**src/rtl/bcd_field_renderer.sv**
```systemverilog
`default_nettype none
// ============================================================================
//  Module      : bcd_field_renderer
//  Description : On-screen renderer for NUM_FIELDS two-digit BCD fields.
//                Maps each pixel to a scaled 8x16 glyph cell, addresses the
//                shared font ROM, and emits a registered 12-bit RGB value
//                with cursor highlight, blinking and digit blanking.
//                Fixed pixel-to-output latency of three clocks.
//  Revision    : 1.0  initial release
// ============================================================================
module bcd_field_renderer #(
    parameter int          NUM_FIELDS   = 3,
    parameter int          X0           = 304,
    parameter int          Y0           = 384,
    parameter int          SCALE        = 2,
    parameter int          FIELD_PITCH  = 48,
    parameter int          CURSOR_BASE  = 6,
    parameter int          BLINK_FRAMES = 30,
    parameter int          LZ_BLANK     = 0,
    parameter logic [11:0] FG           = 12'hFFF,
    parameter logic [11:0] HL           = 12'hF00,
    parameter logic [11:0] BG           = 12'h000
) (
    input  logic                    clk,
    input  logic                    reset,
    input  logic                    enable,
    input  logic                    video_on,
    input  logic                    prog_on,
    input  logic                    frame_tick,
    input  logic [9:0]              pixel_x,
    input  logic [9:0]              pixel_y,
    input  logic [3:0]              cursor,
    input  logic [8*NUM_FIELDS-1:0] digits,
    output logic [3:0]              rom_char,
    output logic [3:0]              rom_row,
    input  logic [7:0]              rom_data,
    output logic [11:0]             rgb_out,
    output logic                    pixel_hit
);

    // log2(SCALE): glyph column/row come from plain shifts
    localparam int               c_sh         = (SCALE == 4) ? 2 : ((SCALE == 2) ? 1 : 0);
    localparam int               c_bw         = (BLINK_FRAMES > 1) ? $clog2(BLINK_FRAMES) : 1;
    localparam logic [10:0]      c_y0         = 11'(Y0);
    localparam logic [10:0]      c_cell_h     = 11'(16 * SCALE);
    localparam logic [c_bw-1:0]  c_blink_last = c_bw'((BLINK_FRAMES > 0) ? BLINK_FRAMES - 1 : 0);

    // stage 0 (combinational) results
    logic [10:0] px;
    logic [10:0] py;
    logic [10:0] y_off;
    logic [10:0] x_off;
    logic        y_in;
    logic        hit0;
    logic        dsel0;
    logic        lz0;
    logic        blank0;
    logic        sel0;
    logic [2:0]  col0;
    logic [3:0]  dig0;
    logic [3:0]  row0;

    // registered state
    logic [3:0]      rom_char_q,    rom_char_d;
    logic [3:0]      rom_row_q,     rom_row_d;
    logic            hit1_q,        hit1_d;
    logic [2:0]      col1_q,        col1_d;
    logic            blank1_q,      blank1_d;
    logic            sel1_q,        sel1_d;
    logic            vid1_q,        vid1_d;
    logic            hit2_q,        hit2_d;
    logic [2:0]      col2_q,        col2_d;
    logic            blank2_q,      blank2_d;
    logic            sel2_q,        sel2_d;
    logic            vid2_q,        vid2_d;
    logic [11:0]     rgb_q,         rgb_d;
    logic            pixel_hit_q,   pixel_hit_d;
    logic [c_bw-1:0] blink_cnt_q,   blink_cnt_d;
    logic            blink_phase_q, blink_phase_d;
    logic            glyph_bit;

    // Stage 0: locate the pixel within a field/digit cell and pick its digit.
    // Fields never overlap (pitch >= two cells), so at most one field matches.
    always_comb begin
        px     = {1'b0, pixel_x};
        py     = {1'b0, pixel_y};
        y_off  = py - c_y0;
        y_in   = (py >= c_y0) && (py < (c_y0 + c_cell_h));
        row0   = 4'(y_off >> c_sh);
        hit0   = 1'b0;
        dsel0  = 1'b0;
        col0   = 3'd0;
        dig0   = 4'd0;
        sel0   = 1'b0;
        lz0    = 1'b0;
        x_off  = 11'd0;
        for (int k = 0; k < NUM_FIELDS; k++) begin
            if (enable && y_in &&
                (px >= 11'(X0 + k * FIELD_PITCH)) &&
                (px <  11'(X0 + k * FIELD_PITCH + 16 * SCALE))) begin
                hit0  = 1'b1;
                x_off = px - 11'(X0 + k * FIELD_PITCH);
                dsel0 = x_off[c_sh + 3];
                col0  = 3'(x_off >> c_sh);
                dig0  = dsel0 ? digits[8*k +: 4] : digits[8*k+4 +: 4];
                sel0  = prog_on && (int'(cursor) == CURSOR_BASE + k);
                lz0   = (LZ_BLANK != 0) && (k == 0) && !dsel0 && (dig0 == 4'd0);
            end
        end
        blank0 = (dig0 > 4'd9) || lz0;
    end

    // Next-state: pipeline stages 1..3 and the blink counter/phase.
    always_comb begin
        rom_char_d    = hit0 ? dig0 : rom_char_q;
        rom_row_d     = hit0 ? row0 : rom_row_q;
        hit1_d        = hit0;
        col1_d        = col0;
        blank1_d      = blank0;
        sel1_d        = sel0;
        vid1_d        = video_on;
        hit2_d        = hit1_q;
        col2_d        = col1_q;
        blank2_d      = blank1_q;
        sel2_d        = sel1_q;
        vid2_d        = vid1_q;

        glyph_bit     = rom_data[3'd7 - col2_q];
        pixel_hit_d   = vid2_q && hit2_q;
        rgb_d         = BG;
        if (vid2_q && hit2_q && !blank2_q && glyph_bit) begin
            rgb_d = (sel2_q && !blink_phase_q) ? HL : FG;
        end

        blink_cnt_d   = blink_cnt_q;
        blink_phase_d = blink_phase_q;
        if ((BLINK_FRAMES == 0) || !prog_on) begin
            blink_cnt_d   = '0;
            blink_phase_d = 1'b0;
        end else if (frame_tick) begin
            if (blink_cnt_q == c_blink_last) begin
                blink_cnt_d   = '0;
                blink_phase_d = ~blink_phase_q;
            end else begin
                blink_cnt_d   = blink_cnt_q + c_bw'(1);
            end
        end
    end

    // State registers with synchronous reset clearing the whole pipeline.
    always_ff @(posedge clk) begin
        if (reset) begin
            rom_char_q    <= 4'd0;
            rom_row_q     <= 4'd0;
            hit1_q        <= 1'b0;
            col1_q        <= 3'd0;
            blank1_q      <= 1'b0;
            sel1_q        <= 1'b0;
            vid1_q        <= 1'b0;
            hit2_q        <= 1'b0;
            col2_q        <= 3'd0;
            blank2_q      <= 1'b0;
            sel2_q        <= 1'b0;
            vid2_q        <= 1'b0;
            rgb_q         <= 12'd0;
            pixel_hit_q   <= 1'b0;
            blink_cnt_q   <= '0;
            blink_phase_q <= 1'b0;
        end else begin
            rom_char_q    <= rom_char_d;
            rom_row_q     <= rom_row_d;
            hit1_q        <= hit1_d;
            col1_q        <= col1_d;
            blank1_q      <= blank1_d;
            sel1_q        <= sel1_d;
            vid1_q        <= vid1_d;
            hit2_q        <= hit2_d;
            col2_q        <= col2_d;
            blank2_q      <= blank2_d;
            sel2_q        <= sel2_d;
            vid2_q        <= vid2_d;
            rgb_q         <= rgb_d;
            pixel_hit_q   <= pixel_hit_d;
            blink_cnt_q   <= blink_cnt_d;
            blink_phase_q <= blink_phase_d;
        end
    end

    assign rom_char  = rom_char_q;
    assign rom_row   = rom_row_q;
    assign rgb_out   = rgb_q;
    assign pixel_hit = pixel_hit_q;

endmodule
`default_nettype wire

```
**config.mk**
```make
export PLATFORM = sky130hd
export DESIGN_NAME = bcd_field_renderer
export DESIGN_NICKNAME = d
export VERILOG_FILES = /design/src/rtl/bcd_field_renderer.sv
export SDC_FILE = /design/constraint.sdc
export NUM_CORES = 1
export LEC_CHECK = 0
export CELL_PAD_IN_SITES_DETAIL_PLACEMENT = 1
export CELL_PAD_IN_SITES_GLOBAL_PLACEMENT = 1
export CORE_UTILIZATION = 30
export DETAILED_ROUTE_END_ITERATION = 16
export PLACE_DENSITY = 0.84
export SYNTH_ARGS = -nofsm -noshare
export SYNTH_HDL_FRONTEND = slang
export SYNTH_SLANG_ARGS = --single-unit
```
**constraint.sdc**
```tcl
create_clock -name clk -period 2.9 [get_ports clk]
set_clock_uncertainty 0.1 [all_clocks]
set_input_delay 0.58 -clock clk [delete_from_list [all_inputs] [get_ports clk]]
set_output_delay 0.58 -clock clk [all_outputs]
set_load 0.005 [all_outputs]
```
==> results of run 1 <==
[worst min path at each step]
stage	endpoint	slack, ns	depth (start not counted)
6_report	rgb_out[7]$_SDFF_PP0_	0.31	1
3_5_place_dp	rgb_out[7]$_SDFF_PP0_	0.31	1
4_1_cts	rgb_out[7]$_SDFF_PP0_	0.32	1
3_3_place_gp	rgb_out[10]$_SDFF_PP0_	0.29	1
5_1_grt	rgb_out[7]$_SDFF_PP0_	0.34	1
2_1_floorplan	rgb_out[10]$_SDFF_PP0_	0.28	1
[sequential cells by signal, indices dropped and copies added, names as in the netlist, 2 cells and up]
register / count
col2_q: 3
rgb_out: 2
col1_q: 3
rom_row: 4
blink_cnt_q: 5
rom_char: 4
[cell usage in the layout (no fill, tap or decap), types with 3 or more instances in the layout]
| master | Yosys | final |
|---|---|---|
| nand2b_1 | 3 | 3 |
| nand2_1 | 7 | 7 |
| xor2_1 | 4 | 4 |
| clkbuf_8 | 0 | 7 |
| nor2_1 | 15 | 15 |
| nand3b_1 | 3 | 3 |
| dfxtp_1 | 31 | 31 |
| and2_1 | 3 | 3 |
| nor3_1 | 3 | 3 |
| clkdlybuf4s50_1 | 0 | 80 |
| mux2i_1 | 14 | 14 |
| inv_1 | 4 | 4 |
| nor2b_1 | 10 | 10 |
| a21oi_1 | 6 | 6 |
| nand3_1 | 3 | 3 |
| a211oi_1 | 3 | 3 |
| buf_4 | 11 | 6 |
[through the flow]
| step | worst slack [ns] | total power [uW] | instance area, um^2 | hold WS (ns) |
|---|---|---|---|---|
| final | 0.491 | 941 | 2460 | 0.314 |
| after global routing | 0.341 | 984 | 2460 | 0.337 |
| after CTS | 0.505 | 952 | 2460 | 0.317 |
| after detailed placement | 0.236 | 585 | 2360 | 0.311 |
| after global placement | 0.266 | 582 | 2360 | 0.294 |
| after floorplan | 0.852 | 488 | 1540 | 0.281 |
[power by group through the flow]
stage	clock network, uW	registers (uW)	logic [uW]
2_1_floorplan	0	439	48.1
3_3_place_gp	0	440	142
3_5_place_dp	0	440	145
4_1_cts	377	430	145
5_1_grt	396	430	157
6_report	366	430	144
[layer usage]
metal,vias up,wire length [um]
met5,-,0
met4,0,41
met3,5,177
met2,40,2120
met1,668,1670
li1,709,-
[layout make-up]
class	instances	area share, %
Clock buffer	8	4.08
Inverter	4	0.611
Multi-Input combinational cell	109	32.2
Sequential cell	31	25.3
Tap cell	67	3.41
Timing Repair Buffer	86	34.4
[cell families after synthesis]
family | Yosys count
muxes | 16
AOI/OAI and AO/OA | 24
xor gates and xnor gates | 6
DFF | 31
and+or+nand+nor | 61
adders and majority gates | 2
buffers and inverters | 20
==> summary.md, run 1 <==
| Metric | Value |
|---|---|
| Slew @ Worst Pin | `0.401 ns` |
| Yosys warnings | `0` |
| Setup violators final | `0` |
| Path depth of the worst reg2reg path | `4` |
| First-pass GRT wire length | `6.43 mm` |
| Post-synthesis mux area share | `12.0%` |
| Leakage | `0.000983 uW` |
| CTS Buffer Depth | `2` |
| Initial antenna violation count | `0` |
| Area of the multi-input gates | `791 um^2` |
| Die X | `73.7 um` |
| Most frequent cell after synthesis | `dfxtp_1` |
| Cells after DPL | `297` |
| Vias | `1,422` |
| Power per cell area | `383 nW/um^2` |
| Final hold violation count | `0` |
| Post-synth EDFFs | `0` |
| Sequential share of the synthesized area | `40.2%` |
| Pins over their slew limit | `0` |
| Combinational group share of total power | `15.3%` |
| Hold bufs inserted after CTS | `0` |
| FF+latch area | `621 um^2` |
| Total nets after synthesis | `224` |
| Full die area | `5440 um^2` |
| TNS Setup | `0 ns` |
| Core ar. | `4850 um^2` |
| Global route overflow | `0` |
| GRT Total Usage | `15.9%` |
| Slowest-stage cell, CP | `clkdlybuf4s50_1` |
| Initial core utilization | `31.8%` |
| H-tree levels | `2` |
| Critical Path Start Type | `primary input` |
| CTS buffer count | `5` |
| Ports | `83` |
| Largest family of logic cells by synthesized area | `simple AND/OR/NAND/NOR gates` |
| CTS tree | `yes` |
| Reg-to-Reg Start | `col2_q[0]$_SDFF_PP0_` |
| Detail Route Antenna Nets | `0` |
| # Post-CTS Setup Buffers | `0` |
| Hold Startpoint | `sel2_q$_SDFF_PP0_` |
| Clock latency on the worst-skew pair | `0.28 ns` |
| Critical path arrival | `2.53 ns` |
| Antenna Cells | `0` |
| Top post-synthesis cells by area | `dfxtp_1, mux2i_1, buf_4` |
| Gpl congestion | `0.737` |
| Hpwl dp | `3.27 mm` |
| Synth Flop Type | `dfxtp_1` |
| Xor and xnor area share after synthesis | `3.40%` |
| Fill count | `544` |
| Synth top area share | `40.2%` |
| Outcome | `finished clean` |
| Slew Limit Headroom | `73.2%` |
| Yosys reg bits | `31` |
| Complex-gate fraction of the synthesized area | `11.0%` |
| Switching Fraction | `21.3%` |
| Worst Path Max Fanout | `10` |
| Post-synthesis async set-or-reset flop share | `0%` |
| Crit path capture type | `flip-flop` |
| Buffers on Ports | `80` |
| Drt pass-1 iters | `4` |
| Internal Pwr Total | `741 uW` |
| Pin count of the biggest net entering global routing | `15` |
| Type of the tightest min-delay check | `flip-flop to flip-flop` |
| M1 GR Usage | `17.9%` |
| CP max stage delay | `0.68 ns` |
| Sw power | `200 uW` |
| Vias in the first global route | `1,423` |
| Worst-path clk slew | `0.06 ns` |
| Grt met2 use | `28.2%` |
| DRT iter0 DRCs | `27` |
| Area share of fa/ha/maj cells after synthesis | `1.62%` |
| Row cnt | `25` |
| RSZ-0062 raised after global routing | `no` |
| Post-synth top cells | `dfxtp_1, nor2_1, mux2i_1, buf_4, nor2b_1` |
| CP endpoint | `blank1_q$_SDFF_PP0_` |
| CP bufs+invs | `1` |
| Syn Area/Cell | `9.65 um^2` |
| Worst path depth | `6` |
| Cell area after synthesis | `1540 um^2` |
| Layout cells sized above 1 | `9.24%` |
| CTS root buf | `clkbuf_8` |
| Post-Layout Cell Count | `305` |
| Final nets | `301` |
| Clock Power Share | `38.9%` |
| Final min period | `2.41 ns` |
| Fmax achieved | `415 MHz` |
| CP delay by family, top | `compound AO/OA/AOI/OAI gates` |
| Top cell type by total area after synthesis | `dfxtp_1` |
| Grt met3 use | `5.35%` |
| Worst R2R Setup Slack | `1.43 ns` |
| R2r endpoint | `rgb_out[7]$_SDFF_PP0_` |
| Syn Inst Count | `160` |
| Vias per inst | `4.66` |
| Worst path required time | `3.02 ns` |
| Post-CTS Resized | `0` |
| Crit path kind | `primary input to flip-flop` |
| Remaining routing DRC violations | `0` |
| Worst VDD drop | `0.225 mV` |
| Simple-gate area share of the yosys netlist | `23.2%` |
| Cells along the critical path | `clkdlybuf4s50_1 > or3b_2 > o21ai_1 > a221oi_1 > a211oi_1 > o22a_1` |
| Worst setup path start | `pixel_x[7]` |
| Area grow syn2layout | `59.1%` |
| Yosys cell types | `47` |
| Seq pwr share | `45.7%` |
| Chip Height | `73.7 um` |
| Final core occ | `50.7%` |
| Final period util | `83.1%` |
| Maxcap violations | `0` |
| WL final | `4.01 mm` |
| DR WL/cell | `13.1 um` |
| Top Usage Layer GRT | `met2` |
| Clk sinks | `31` |
Power figures use the tool's default switching activity.
==> run 2: changes to the inputs <==
--- a/config.mk
+++ b/config.mk
@@ -7,9 +7,9 @@
 export LEC_CHECK = 0
 export CELL_PAD_IN_SITES_DETAIL_PLACEMENT = 1
 export CELL_PAD_IN_SITES_GLOBAL_PLACEMENT = 1
-export CORE_UTILIZATION = 30
+export CORE_UTILIZATION = 28
 export DETAILED_ROUTE_END_ITERATION = 16
-export PLACE_DENSITY = 0.84
+export PLACE_DENSITY = 0.79
 export SYNTH_ARGS = -nofsm -noshare
 export SYNTH_HDL_FRONTEND = slang
 export SYNTH_SLANG_ARGS = --single-unit
==> constraint.sdc (replaced) <==
create_clock -name clk -period 2.3 [get_ports clk]
set_clock_uncertainty 0.1 [all_clocks]
set_input_delay 0.46 -clock clk [delete_from_list [all_inputs] [get_ports clk]]
set_output_delay 0.46 -clock clk [all_outputs]
set_load 0.005 [all_outputs]
==> summary.md, run 2 (synthesis gave the netlist of run 1 again) <==
| Metric | Value |
|---|---|
| Core ar. | `5200 um^2 (was 4850 um^2)` |
| Worst VDD drop | `0.222 mV (was 0.225 mV)` |
| Hpwl dp | `3.65 mm (was 3.27 mm)` |
| Slew Limit Headroom | `69.7% (was 73.2%)` |
| Antenna Cells | `0 (unchanged)` |
| Worst Path Max Fanout | `7 (was 10)` |
| DR WL/cell | `13.6 um (was 13.1 um)` |
| Layout cells sized above 1 | `12.6% (was 9.24%)` |
| Fmax achieved | `464 MHz` |
| Setup violators final | `0 (unchanged)` |
| Final hold violation count | `0 (unchanged)` |
| Final min period | `2.16 ns` |
| Post-Layout Cell Count | `316 (was 305)` |
| Detail Route Antenna Nets | `0 (unchanged)` |
| Final nets | `310 (was 301)` |
| Commonest non-fill, non-tap cell in the layout | `clkdlybuf4s50_1 (unchanged)` |
| Critical Path Start Type | `primary input (unchanged)` |
| Hold bufs inserted after CTS | `0 (unchanged)` |
| Post-CTS Resized | `0 (unchanged)` |
| Power per cell area | `460 nW/um^2 (was 383 nW/um^2)` |
| Clock latency on the worst-skew pair | `0.28 ns (about the same)` |
| Initial antenna violation count | `0 (unchanged)` |
| CTS buffer count | `5 (unchanged)` |
| Die X | `76.3 um (was 73.7 um)` |
| Outcome | `finished clean (unchanged)` |
| Global route overflow | `0 (unchanged)` |
| Buffers on Ports | `80 (unchanged)` |
| GRT Total Usage | `15.3% (was 15.9%)` |
| Row cnt | `26 (was 25)` |
| Gpl congestion | `0.771 (was 0.737)` |
| Maxcap violations | `0 (unchanged)` |
| Dpl cell area | `2430 um^2 (was 2360 um^2)` |
| WL final | `4.31 mm (was 4.01 mm)` |
| Remaining routing DRC violations | `0 (unchanged)` |
| Crit path kind | `primary input to flip-flop (unchanged)` |
| # Post-CTS Setup Buffers | `0 (unchanged)` |
| Ports | `83 (unchanged)` |
| Critical path arrival | `2.27 ns (was 2.53 ns)` |
| Worst-path clk slew | `0.06 ns (about the same)` |
| CTS Buffer Depth | `2 (unchanged)` |
| Initial core utilization | `29.7% (was 31.8%)` |
| DRT iter0 DRCs | `26 (was 27)` |
| Pins over their slew limit | `0 (unchanged)` |
| Largest register FFs | `5 (unchanged)` |
| Full die area | `5810 um^2 (was 5440 um^2)` |
| Crit path capture type | `flip-flop (unchanged)` |
| Chip Height | `76.3 um (was 73.7 um)` |
| Area grow syn2layout | `62.9% (was 59.1%)` |
| First-pass GRT wire length | `7.05 mm (was 6.43 mm)` |
| Leakage | `0.00102 uW (was 0.000983 uW)` |
| Drt pass-1 iters | `4 (unchanged)` |
| H-tree levels | `2 (unchanged)` |
| Final worst slack | `0.144 ns (was 0.491 ns)` |
| Vias in the first global route | `1,508 (was 1,423)` |
| Slew @ Worst Pin | `0.453 ns (was 0.401 ns)` |
| Worst path required time | `2.42 ns (was 3.02 ns)` |
| Pin count of the biggest net entering global routing | `15 (unchanged)` |
| Fin area | `2510 um^2 (was 2460 um^2)` |
| Biggest register | `blink_cnt_q (unchanged)` |
| Type of the tightest min-delay check | `flip-flop to flip-flop (unchanged)` |
| Placement Setup Slack | `-0.149 ns (was 0.236 ns)` |
| Fin Hold WS | `0.319 ns (was 0.314 ns)` |
| Cells after DPL | `309 (was 297)` |
| RSZ-0062 raised after global routing | `no (unchanged)` |
| CTS tree | `yes (unchanged)` |
| Clk sinks | `31 (unchanged)` |
| CTS root buf | `clkbuf_8 (unchanged)` |
| Vias per inst | `4.59 (was 4.66)` |
| Final period util | `93.7%` |
| Vias | `1,450 (was 1,422)` |
| Most frequent cells in the layout | `clkdlybuf4s50_1, dfxtp_1, nor2_1, buf_4, mux2i_1 (was clkdlybuf4s50_1, dfxtp_1, nor2_1)` |
-- run 2: report_power, final --
group          switching (uW)  internal (uW)
logic                    63.1            129
registers                2.48            540
clock network             189            234
-- run 2: through the flow --
stage	utilization [%]	power [uW]	setup TNS [ns]
3_5_place_dp	46.6	749	-1.23
6_report	48.3	1160	0
3_3_place_gp	46.6	744	-1.00
2_1_floorplan	-	615	0
4_1_cts	48.3	1170	0
5_1_grt	48.3	1220	0
-- run 2: layout make-up --
cell class,instances,area [um^2]
clock buffer,6,82.6
inverter,4,15.0
timing repair buffer,95,913
sequential,31,621
tap,70,87.6
multi-input combinational,109,791
clock inverter,1,5.00
fill,608,2690
-- run 2: critical path, stage by stage --
cell,delay [ns]
clkdlybuf4s50_1,0.54
or3b_2,0.54
o21ai_1,0.11
a221oi_1,0.11
a211oi_1,0.31
o22a_1,0.20
-- run 2: final timing paths --
path / cells past startpoint / startpoint / slack, ns / to
setup / recovery: 6 / pixel_x[4] / 0.14 / blank1_q$_SDFF_PP0_
hold / removal: 1 / blank2_q$_SDFF_PP0_ / 0.32 / rgb_out[10]$_SDFF_PP0_
setup reg to reg: 4 / col2_q[0]$_SDFF_PP0_ / 0.77 / rgb_out[7]$_SDFF_PP0_
hold reg to reg: 1 / blank2_q$_SDFF_PP0_ / 0.32 / rgb_out[10]$_SDFF_PP0_
-- run 2: routing by layer --
metal	global-route usage [%]	wire length, um	vias up
met5	0	0	-
met4	2.88	14	0
met3	4.55	279	2
met2	28.1	2200	54
met1	17.4	1810	665
li1	-	-	729
==> run 3: changes to the inputs <==
--- a/config.mk
+++ b/config.mk
@@ -5,11 +5,12 @@
 export SDC_FILE = /design/constraint.sdc
 export NUM_CORES = 1
 export LEC_CHECK = 0
+export ABC_AREA = 1
 export CELL_PAD_IN_SITES_DETAIL_PLACEMENT = 1
 export CELL_PAD_IN_SITES_GLOBAL_PLACEMENT = 1
-export CORE_UTILIZATION = 28
+export CORE_UTILIZATION = 29
 export DETAILED_ROUTE_END_ITERATION = 16
-export PLACE_DENSITY = 0.79
+export PLACE_DENSITY = 0.84
 export SYNTH_ARGS = -nofsm -noshare
 export SYNTH_HDL_FRONTEND = slang
 export SYNTH_SLANG_ARGS = --single-unit
==> constraint.sdc (replaced) <==
create_clock -name clk -period 2.7 [get_ports clk]
set_clock_uncertainty 0.1 [all_clocks]
set_input_delay 0.54 -clock clk [delete_from_list [all_inputs] [get_ports clk]]
set_output_delay 0.54 -clock clk [all_outputs]
set_load 0.005 [all_outputs]
==> summary.md, run 3 <==
| Metric | Value |
|---|---|
| Combinational group share of total power | `14.0% (was 16.6%)` |
| Grt met3 use | `4.42% (was 4.55%)` |
| Full die area | `6140 um^2 (was 5810 um^2)` |
| Initial core utilization | `30.3% (was 29.7%)` |
| Worst path depth | `8 (was 6)` |
| Post-synth EDFFs | `0 (unchanged)` |
| Vias | `1,744 (was 1,450)` |
| Hold bufs inserted after CTS | `0 (unchanged)` |
| Maxcap violations | `0 (unchanged)` |
| Final hold violation count | `0 (unchanged)` |
| H-tree levels | `2 (unchanged)` |
| Sw power | `228 uW (was 254 uW)` |
| Grt met2 use | `30.4% (was 28.1%)` |
| Initial antenna violation count | `0 (unchanged)` |
| # Post-CTS Setup Buffers | `0 (unchanged)` |
| CTS buffer count | `5 (unchanged)` |
| Most used cell along the critical path | `o21ai_1` |
| First-pass GRT wire length | `7.82 mm (was 7.05 mm)` |
| Global route overflow | `0 (unchanged)` |
| CP max stage delay | `0.53 ns (was 0.54 ns)` |
| Ports | `83 (unchanged)` |
| Final nets | `386 (was 310)` |
| Post-CTS Resized | `0 (unchanged)` |
| Outcome | `finished clean (unchanged)` |
| Worst-path clk slew | `0.07 ns (was 0.06 ns)` |
| Critical Path Start Type | `primary input (unchanged)` |
| Top post-synthesis cells by area | `dfxtp_1, nand2_1, inv_1 (was dfxtp_1, mux2i_1, buf_4)` |
| Core ar. | `5570 um^2 (was 5200 um^2)` |
| Worst path required time | `2.75 ns (was 2.42 ns)` |
| Crit path capture type | `flip-flop (unchanged)` |
| Vias in the first global route | `1,773 (was 1,508)` |
| Sequential share of the synthesized area | `36.7% (was 40.2%)` |
| Leakage | `0.00115 uW (was 0.00102 uW)` |
| CP bufs+invs | `1 (unchanged)` |
| WL final | `4.49 mm (was 4.31 mm)` |
| Slew Limit Headroom | `65.5% (was 69.7%)` |
| Slew @ Worst Pin | `0.514 ns (was 0.453 ns)` |
| Antenna Cells | `0 (unchanged)` |
| Final period util | `78.0%` |
| Hpwl dp | `3.59 mm (was 3.65 mm)` |
| CTS root buf | `clkbuf_8 (unchanged)` |
| Most frequent cells in the layout | `clkdlybuf4s50_1, nand2_1, inv_1 (was clkdlybuf4s50_1, dfxtp_1, nor2_1, buf_4, mux2i_1)` |
| Post-Layout Cell Count | `395 (was 316)` |
| CP delay by family, top | `compound AO/OA/AOI/OAI gates (unchanged)` |
| Fmax achieved | `475 MHz` |
| Yosys cell types | `32 (was 47)` |
| Critical path arrival | `2.15 ns (was 2.27 ns)` |
| Top Usage Layer GRT | `met2 (unchanged)` |
| Seq pwr share | `42.8% (was 46.9%)` |
| Post-synth top cells | `nand2_1, inv_1, nor2_1, dfxtp_1, nand3_1 (was dfxtp_1, nor2_1, mux2i_1, buf_4, nor2b_1)` |
| Row cnt | `27 (was 26)` |
| Cells after DPL | `387 (was 309)` |
| Synth top area share | `36.7% (was 40.2%)` |
| Vias per inst | `4.42 (was 4.59)` |
| Yosys warnings | `0 (unchanged)` |
| Cells along the critical path | `clkdlybuf4s50_1 > nand2_1 > nand3_1 > nor3_1 > nand2_2 > nand2_4 > o21ai_1 > o21ai_1 (was clkdlybuf4s50_1 > or3b_2 > o21ai_1 > a221oi_1 > a211oi_1 > o22a_1)` |
| Tot Pwr | `1080 uW (was 1160 uW)` |
| Buffers on Ports | `80 (unchanged)` |
| Internal Pwr Total | `853 uW (was 904 uW)` |
| Top cell type by total area after synthesis | `dfxtp_1 (unchanged)` |
| Clock latency on the worst-skew pair | `0.28 ns (about the same)` |
| Path depth of the worst reg2reg path | `6 (was 4)` |
| Biggest register | `blink_cnt_q (unchanged)` |
| Commonest non-fill, non-tap cell in the layout | `clkdlybuf4s50_1 (unchanged)` |
| Drt pass-1 iters | `4 (unchanged)` |
| Final min period | `2.11 ns` |
| Syn Area/Cell | `6.88 um^2 (was 9.65 um^2)` |
| CTS tree | `yes (unchanged)` |
| CTS Buffer Depth | `2 (unchanged)` |
| Worst VDD drop | `0.214 mV (was 0.222 mV)` |
| Clock Power Share | `43.2% (was 36.5%)` |
| GRT Total Usage | `16.3% (was 15.3%)` |
| Fill count | `733 (was 608)` |
| Clk sinks | `31 (unchanged)` |
| Die X | `78.4 um (was 76.3 um)` |
| Gpl congestion | `0.739 (was 0.771)` |
| Post-synthesis async set-or-reset flop share | `0% (unchanged)` |
| M1 GR Usage | `17.7% (was 17.4%)` |
| Hold path cells | `2 (was 1)` |
| Chip Height | `78.4 um (was 76.3 um)` |
| TNS Setup | `0 ns (unchanged)` |
| Detail Route Antenna Nets | `0 (unchanged)` |
| Cell area after synthesis | `1690 um^2 (was 1540 um^2)` |
| Layout cells sized above 1 | `7.43% (was 12.6%)` |
| Crit path kind | `primary input to flip-flop (unchanged)` |
| Syn Inst Count | `246 (was 160)` |
| Slowest-stage cell, CP | `clkdlybuf4s50_1 (unchanged)` |
| DR WL/cell | `11.4 um (was 13.6 um)` |
| Largest register FFs | `5 (unchanged)` |
| RSZ-0062 raised after global routing | `no (unchanged)` |
| Synth Flop Type | `dfxtp_1 (unchanged)` |
| Yosys reg bits | `31 (unchanged)` |
| DRT iter0 DRCs | `36 (was 26)` |
| Final core occ | `47.1% (was 48.3%)` |
| Most frequent cell after synthesis | `nand2_1 (was dfxtp_1)` |
| Setup violators final | `0 (unchanged)` |
| Type of the tightest min-delay check | `flip-flop to flip-flop (unchanged)` |
| Pin count of the biggest net entering global routing | `14 (was 15)` |
| Remaining routing DRC violations | `0 (unchanged)` |
| Power per cell area | `411 nW/um^2 (was 460 nW/um^2)` |
| Pins over their slew limit | `0 (unchanged)` |
| Total nets after synthesis | `310 (was 224)` |
| Worst Path Max Fanout | `8 (was 7)` |
| Area grow syn2layout | `55.3% (was 62.9%)` |
| Switching Fraction | `21.1% (was 22.0%)` |
==> run 3: cell families (layout without fill, tap and decap cells) <==
kind of cell,count (synthesis),in the layout,share of synthesized area [%]
AND/OR/NAND/NOR,138,138,39.0
XOR/XNOR,3,3,1.55
multiplexers,2,2,1.18
buffers and inverters,51,128,13.6
AO/OA/AOI/OAI,19,19,6.51
flip-flops,31,31,36.7
adder cells (fa/ha/maj),2,2,1.48
==> run 3: final cells by class <==
type / instances / area, um^2 / area share [%]
inverter: 38 / 143 / 5.43
clock inverter: 2 / 35.0 / 1.33
clock buffer: 6 / 82.6 / 3.14
timing repair buffer: 82 / 816 / 31.0
tap: 72 / 90.1 / 3.43
sequential: 31 / 621 / 23.6
multi-input combinational: 164 / 841 / 32.0
==> run 3: path summary, 6_finish.rpt <==
check        slack [ns]                        start                          end
max reg2reg        1.35  blink_cnt_q[0]$_SDFFE_PP0P_  blink_cnt_q[3]$_SDFFE_PP0P_
min                0.30            vid1_q$_SDFF_PP0_            vid2_q$_SDFF_PP0_
min reg2reg        0.30            vid1_q$_SDFF_PP0_            vid2_q$_SDFF_PP0_
max                0.59                   pixel_x[4]     rom_char[1]$_SDFFE_PP0P_
==> run 3: worst register-to-register path: stages (launching register included) <==
cell and delay (ns):
dfxtp_1 0.38, ha_1 0.19, nand3_1 0.08, nor3_1 0.15, inv_1 0.09, nand2_1 0.16
nor2_1 0.08
==> run 3: per-stage QoR <==
stage                     setup WS, ns  hold slack [ns]  cell area (um^2)
final                            0.594            0.303              2630
after global routing             0.474            0.319              2630
after CTS                        0.578            0.307              2630
after detailed placement         0.321            0.298              2510
after global placement           0.370            0.291              2510
after floorplan                   1.11            0.288              1690
==> run 3: power groups by stage <==
stage          registers (uW)  clock network, uW  logic (uW)
2_1_floorplan             472                  0        46.5
3_3_place_gp              472                  0         148
3_5_place_dp              473                  0         152
4_1_cts                   462                479         154
5_1_grt                   462                498         167
6_report                  462                467         151
==> run 3: metal layers <==
metal,routed length (um),up-vias
met5,0,-
met3,282,5
met1,1820,774
met4,42,0
met2,2350,62
li1,-,903
